==> config.mk <==
export PLATFORM = sky130hd
export DESIGN_NAME = wb_regfile
export DESIGN_NICKNAME = d
export VERILOG_FILES = /design/src/rtl/wb_regfile_pkg.sv /design/src/rtl/wb_regfile_mux.sv /design/src/rtl/wb_regfile.sv
export SDC_FILE = /design/constraint.sdc
export NUM_CORES = 2
export LEC_CHECK = 0
export CORE_MARGIN = 4
export CORE_UTILIZATION = 49
export DETAILED_ROUTE_END_ITERATION = 12
export PLACE_DENSITY = 0.72
export SKIP_CTS_REPAIR_TIMING = 1
export SLEW_MARGIN = 20
export SYNTH_ARGS = -nofsm -noshare
export SYNTH_HDL_FRONTEND = slang
export SYNTH_SLANG_ARGS = --single-unit
==> constraint.sdc <==
create_clock -name clk -period 53.2 [get_ports clk]
set_input_delay 7.98 -clock clk [delete_from_list [all_inputs] [get_ports clk]]
set_output_delay 7.98 -clock clk [all_outputs]
set_load 0.03 [all_outputs]
==> src/rtl/wb_regfile_pkg.sv <==
// wb_regfile_pkg
//   Shared constants for the write-back register file: data width,
//   register-address width and the MemtoReg write-back source encodings.
package wb_regfile_pkg;

  localparam int DATA_W = 32;
  localparam int NREG   = 32;
  localparam int AW     = $clog2(NREG);

  typedef enum logic [1:0] {
    WB_SEL_ALU = 2'b00,
    WB_SEL_MEM = 2'b01,
    WB_SEL_PC  = 2'b10,
    WB_SEL_RSV = 2'b11
  } wb_sel_e;

endpackage

==> src/rtl/wb_regfile_mux.sv <==
// wb_data_mux
//   Combinational write-back source select.
//   Ports:
//     i_sel  - MemtoReg select (ALU / MEM / PC; reserved code falls back to ALU)
//     i_alu  - ALU result
//     i_mem  - memory load data
//     i_pc   - link address (PC+4)
//     o_wd   - selected write-back data
module wb_data_mux
  import wb_regfile_pkg::*;
#(
  parameter int W = DATA_W
) (
  input  logic [1:0]   i_sel,
  input  logic [W-1:0] i_alu,
  input  logic [W-1:0] i_mem,
  input  logic [W-1:0] i_pc,
  output logic [W-1:0] o_wd
);

  always_comb begin
    o_wd = i_alu;
    unique case (wb_sel_e'(i_sel))
      WB_SEL_MEM: o_wd = i_mem;
      WB_SEL_PC:  o_wd = i_pc;
      default:    o_wd = i_alu;  // ALU and the reserved code
    endcase
  end

endmodule

==> src/rtl/wb_regfile.sv <==
// wb_regfile
//   Two-read / one-write register file for the write-back stage, with
//   write-first bypass, hard-wired zero register and a committed-write counter.
//   Ports:
//     clk, reset       - clock; asynchronous active-high reset
//     RegWrite         - write-back enable from MEM/WB
//     MemtoReg         - write-back source select
//     ALU_out, RD_out,
//     pc_next_out      - write-back source candidates
//     WN_out           - destination register number
//     RN1, RN2         - read addresses
//     RD1, RD2         - read data (combinational, bypassed)
//     WD               - selected write-back data (to forwarding unit)
//     wr_count         - number of effective writes, wraps silently
module wb_regfile
  import wb_regfile_pkg::*;
#(
  parameter int DATA_W = wb_regfile_pkg::DATA_W,
  parameter int NREG   = wb_regfile_pkg::NREG,
  localparam int AW    = $clog2(NREG)
) (
  input  logic              clk,
  input  logic              reset,
  input  logic              RegWrite,
  input  logic [1:0]        MemtoReg,
  input  logic [DATA_W-1:0] ALU_out,
  input  logic [DATA_W-1:0] RD_out,
  input  logic [DATA_W-1:0] pc_next_out,
  input  logic [AW-1:0]     WN_out,
  input  logic [AW-1:0]     RN1,
  input  logic [AW-1:0]     RN2,
  output logic [DATA_W-1:0] RD1,
  output logic [DATA_W-1:0] RD2,
  output logic [DATA_W-1:0] WD,
  output logic [31:0]       wr_count
);

  logic [NREG-1:0][DATA_W-1:0] r_regs;
  logic [31:0]                 r_wr_count;
  logic                        w_we;
  logic [1:0][AW-1:0]          w_rn;
  logic [1:0][DATA_W-1:0]      w_rd;

  wb_data_mux #(.W(DATA_W)) u_mux (
    .i_sel (MemtoReg),
    .i_alu (ALU_out),
    .i_mem (RD_out),
    .i_pc  (pc_next_out),
    .o_wd  (WD)
  );

  // Qualify with reset so a write pending when reset rises is dropped and
  // the bypass path cannot leak WD onto the read ports during reset.
  assign w_we = RegWrite && (WN_out != '0) && !reset;

  always_ff @(posedge clk or posedge reset) begin
    if (reset) begin
      r_regs     <= '0;
      r_wr_count <= '0;
    end else if (w_we) begin
      r_regs[WN_out] <= WD;
      r_wr_count     <= r_wr_count + 32'd1;
    end
  end

  assign w_rn = {RN2, RN1};

  // Read priority: reset / address 0 force zero, then write-first bypass,
  // then array contents.
  for (genvar p = 0; p < 2; p++) begin : g_rd
    always_comb begin
      w_rd[p] = r_regs[w_rn[p]];
      if (reset || w_rn[p] == '0)
        w_rd[p] = '0;
      else if (w_we && WN_out == w_rn[p])
        w_rd[p] = WD;
    end
  end

  assign RD1      = w_rd[0];
  assign RD2      = w_rd[1];
  assign wr_count = r_wr_count;

endmodule

# Yosys cells after proc, flatten, opt, wreduce, memory -nomap -nowiden

Cells that the tools add are included.

$add $sub $neg: 1
Order comparisons: 4
Equality and inequality tests: 4
Multiplexer cells: 12
Reduce and logical (&&, ||, !) cells: 11

Operators by type and width:

| kind                                                              | number |
|---|---|
| bitwise mux 1024 bit                                              | 1 |
| binary-select mux 32 bit (select 5 bit)                           | 2 |
| two-way mux 32 bit                                                | 7 |
| demux 32 bit (select 5 bit)                                       | 1 |
| case mux 32 bit (2 select lines)                                  | 1 |
| adder 32 x 1 -> 32 bit, second input constant                     | 1 |
| less-than comparator 5 x 6 -> 1 bit, second input constant        | 3 |
| == test 5 bit                                                     | 2 |
| zero test 5 bit                                                   | 2 |
| greater-or-equal comparator 5 x 1 -> 1 bit, second input constant | 1 |
| logical AND 1 bit                                                 | 5 |
| nonzero test 5 bit                                                | 1 |
| == test 2 x 1 -> 1 bit, second input constant                     | 1 |
| == test 2 bit, second input constant                              | 1 |
| logical OR 1 bit                                                  | 2 |
| zero test 1 bit                                                   | 1 |

Register bits: 1056
Output and inout bits: 128
Logic and storage cells: 65

# Logic depth before layout (Yosys ltp)

Depth after elaboration: 6
Gate-level depth with buffers: 9
Gate-level depth less buffers: 6

# Hierarchy

Synthesis repeated with hierarchy kept, for this count alone.

Cell total of the unflattened synthesis: 4111
Area, all modules: 55903.6 µm²

By module, submodules not included:

| module      | instances | cells each | area an instance (µm²) | seq. area each (µm²) |
|---|---|---|---|---|
| wb_regfile  | 1         | 3998       | 55266.8                | 26425.3 |
| wb_data_mux | 1         | 113        | 636.9                  | 0.0 |

# Least setup slack after synthesis

Ideal clock, no wire load.

Kind: input port to output port
Start point: in reset
End point: out RD1[10]
Data arrival time: 34.803 ns
Data required time: 45.220 ns
Slack: 10.417 ns
Stages on the path: 5
Path buffers: 1
Path through: inv_1 -> o311ai_1 -> buf_2 -> a21oi_1 -> a211o_1

Word-level cells in the longest chain between the ends: 5

RTL lines:

| element                   | line             | text |
|---|---|---|
| from (decl)               | wb_regfile.sv:23 | `input logic reset,` |
| zero test 1 bit (no line) | -                |  |
| logical AND 1 bit         | wb_regfile.sv:54 | `assign w_we = RegWrite && (WN_out != '0) && !reset;` |
| logical AND 1 bit         | wb_regfile.sv:75 | `else if (w_we && WN_out == w_rn[p])` |
| two-way mux 32 bit        | wb_regfile.sv:75 |  |
| two-way mux 32 bit *      | wb_regfile.sv:73 | `if (reset \|\| w_rn[p] == '0)` |
| to (decl)                 | wb_regfile.sv:32 | `output logic [DATA_W-1:0] RD1,` |

Mark *: on every way between the ends. The rest lies on a longest branch, timed or not.

# Worst setup path in the final report

Start point: in RN1[0]
End point: out RD1[16]

Word-level cells in the longest chain between the ends: 4

RTL lines:

| element                                                                              | line                               | text |
|---|---|---|
| from (decl)                                                                          | wb_regfile.sv:30                   | `input logic [AW-1:0] RN1,` |
| binary-select mux 32 bit (select 5 bit) / == test 5 bit (equally long branches)      | wb_regfile.sv:72, wb_regfile.sv:75 |  |
| two-way mux 32 bit (not written as such) / logical AND 1 bit (equally long branches) | wb_regfile.sv:72, wb_regfile.sv:75 |  |
| two-way mux 32 bit                                                                   | wb_regfile.sv:75                   |  |
| two-way mux 32 bit *                                                                 | wb_regfile.sv:73                   |  |

Mark *: on every way between the ends. The rest lies on a longest branch, timed or not. The select of a mux whose other input is x is not followed.

==> metrics.csv <==
metric,value,unit
Layout Cells excl Fill,6598,
pre-CTS setup slack,32.88,ns
Critical Path End,RD1[16],
Worst Path Buf+Inv,5,
master cell of the clock root buffer,clkbuf_16,
Site Rows,122,
clock buffer depth,3,
Final #Nets,5140,
Post-route DRC,0,
DR WL/cell,27.3,um
final max-slew violation count,0,
Synth cell types,46,
"setup slack, reg-to-reg",51.04,ns
hpwl dp,99700,um
"Reg clk slew, reported paths",0.05,ns
Synth area leaders,"dfrtp_1, mux4_2, o21ai_0",
post-synthesis cell count,5127,
wire length of the first global-routing pass,273000,um
CP Cell Sequence,buf_8 -> buf_4 -> buf_16 -> buf_4 -> mux4_2 -> a22oi_1 -> a21oi_1 -> a211o_1 -> clkdlybuf4s50_1,
ys async rst share,100,%
Critical Path Sink Type,primary output,
syn nets,5246,
Worst EP arrival,12.34,ns
"EDFF count, synth",0,
Final Hold Violating Endpoints,0,
"Top cell by count, worst path",buf_4,
Critical Path Start,RN1[0],
Leak Pwr,26.5,nW
largest net degree at the start of global routing,177,
Die Ht,342,um
Final Setup Violations,0,
Synth top area share,48.3,%
slowest CP cell,buf_4,
worst-margin pin slew,1.14,ns
status,"finished, final reports clean",
I/O pin cnt,244,
Max-slew headroom,23.7,%
multi-input logic area,26100,um^2
synth warn,0,
f_max,49.2,MHz
DR vias,43300,
first-pass detailed-route iteration total,6,
Worst-Skew Late Latency,0.69,ns
register area,26400,um^2
synthesized flop and latch total,1056,
clock sink count,1056,
ys flop type,dfrtp_1,
Cell Pwr Density,34.8,nW/um^2
total gr overflow,0,
reg2reg end,wr_count[31],
fillcell total,9237,
critical path data required time,45.22,ns
max cap viols,0,
most frequent cells in the layout,"dfrtp_1, nand2_1, o21ai_0",
reg2reg start,wr_count[8],
Hold WC Path Type,flip-flop to flip-flop,
vias in the first global route,43400,
final worst-path setup slack,32.88,ns
TritonCTS buffer count,110,
Routed WL,180000,um
"commonest non-fill, non-tap cell in the layout",dfrtp_1,
Netlist Area Pre-Place,54700,um^2
die area,117000,um^2
Setup Crit Path Kind,input port to primary output,
Hold Path Origin,r_regs[9],
Synth-to-Final Area Change,12.8,%
Starting Density,49.4,%
period utilisation layout,38.2,%
initial antenna violation count,4,
All-Layer GR Usage,30.7,%
"CP delay by family, top",buffers and inverters,
post-route ant nets,0,
Max IR drop VDD,0.0279,mV
share of post-route cells with drive strength above 1,14.4,%
DRT iter0 DRCs,5007,
CP startpoint kind,input port,
register area share after synthesis,48.3,%
delay of the slowest critical-path stage,0.84,ns
R2R depth,5,
biggest area consumer among synthesized cells,dfrtp_1,
setup tns final,0,ns
CTS tree,yes,
highest fanout seen on the critical path,71,
worst hold path cell count,0,
clock skew,0.00269,ns
Vias/cell,6.56,
CP Depth,9,
# H-tree levels,3,
Avg Inst Size Synth,10.7,um^2
Final Wtd Congestion,0.818,
unrepaired setup endpoints after global routing,no,
core area,111000,um^2
Inst Count DP,6393,
minimum clock period,20.32,ns
Die Width,342,um
IO Port Bufs,243,
synth_stat cells, drive strengths merged (5+ instances only):
cell	number
a22oi	224
dfrtp	1056
buf	116
a21oi	129
nand3	12
nand2	1073
nand4	5
o21a	32
nor2	25
nor3b	5
inv	41
mux4	384
o21bai	64
o21ai	994
a221oi	128
xor2	15
a211o	64
nor3	7
xnor2	26
mux2i	256
clkbuf	434
through the flow:
step / utilization [%] / area (um^2) / hold WS (ns) / power [mW]
after floorplan: - / 54700 / 0.441 / 1.21
final: 55.7 / 61700 / 0.392 / 2.14
after CTS: 55.7 / 61600 / 0.397 / 2.14
after detailed placement: 52.1 / 57700 / 0.383 / 1.32
after global placement: 52.1 / 57700 / 0.377 / 1.30
after global routing: 55.7 / 61700 / 0.407 / 2.23
cells by family (layout without fill, tap and decap cells):
logic type	after synthesis	after routing	share of synthesized area [%]
adders and majority gates	3	3	0.0687
DFF	1056	1056	48.3
muxes	640	640	20.5
other	0	1	0
and+or+nand+nor	1155	1155	8.25
buffers and inverters	591	573	4.32
AOI/OAI and AO/OA	1641	1641	17.8
xor gates and xnor gates	41	41	0.657
final cells by class:
cell class	instances	share of cell area [%]
Antenna cell	1	0.00406
Sequential cell	1056	42.9
Timing Repair Buffer	332	5.22
Clock inverter	56	1.27
Inverter	41	0.262
Multi-Input combinational cell	3480	42.3
Clock buffer	144	5.05
Tap cell	1488	3.02
worst min-delay path by stage:
stage / endpoint
3_3_place_gp: r_regs[2]
3_5_place_dp: r_regs[16]
5_1_grt: r_regs[22]
4_1_cts: r_regs[6]
2_1_floorplan: r_regs[0]
6_report: r_regs[9]
registers in the layout, indices dropped and copies added (netlist names):
register	count
r_regs	1024
wr_count	32
metal layers:
layer | GRT usage (%) | up-vias | wire [um]
met5 | 0 | - | 41
met1 | 41.4 | 21800 | 69400
li1 | - | 18500 | -
met3 | 7.51 | 589 | 19300
met4 | 15.2 | 6 | 10100
met2 | 47.0 | 2431 | 81100
power breakdown:
part	internal, mW	switching, mW	total [mW]	leakage (nW)
combinational	0.150	0.198	0.348	10.2
sequential	0.893	0.0718	0.965	14.3
clock	0.490	0.341	0.831	1.91
(Power assumes the default switching activity.)
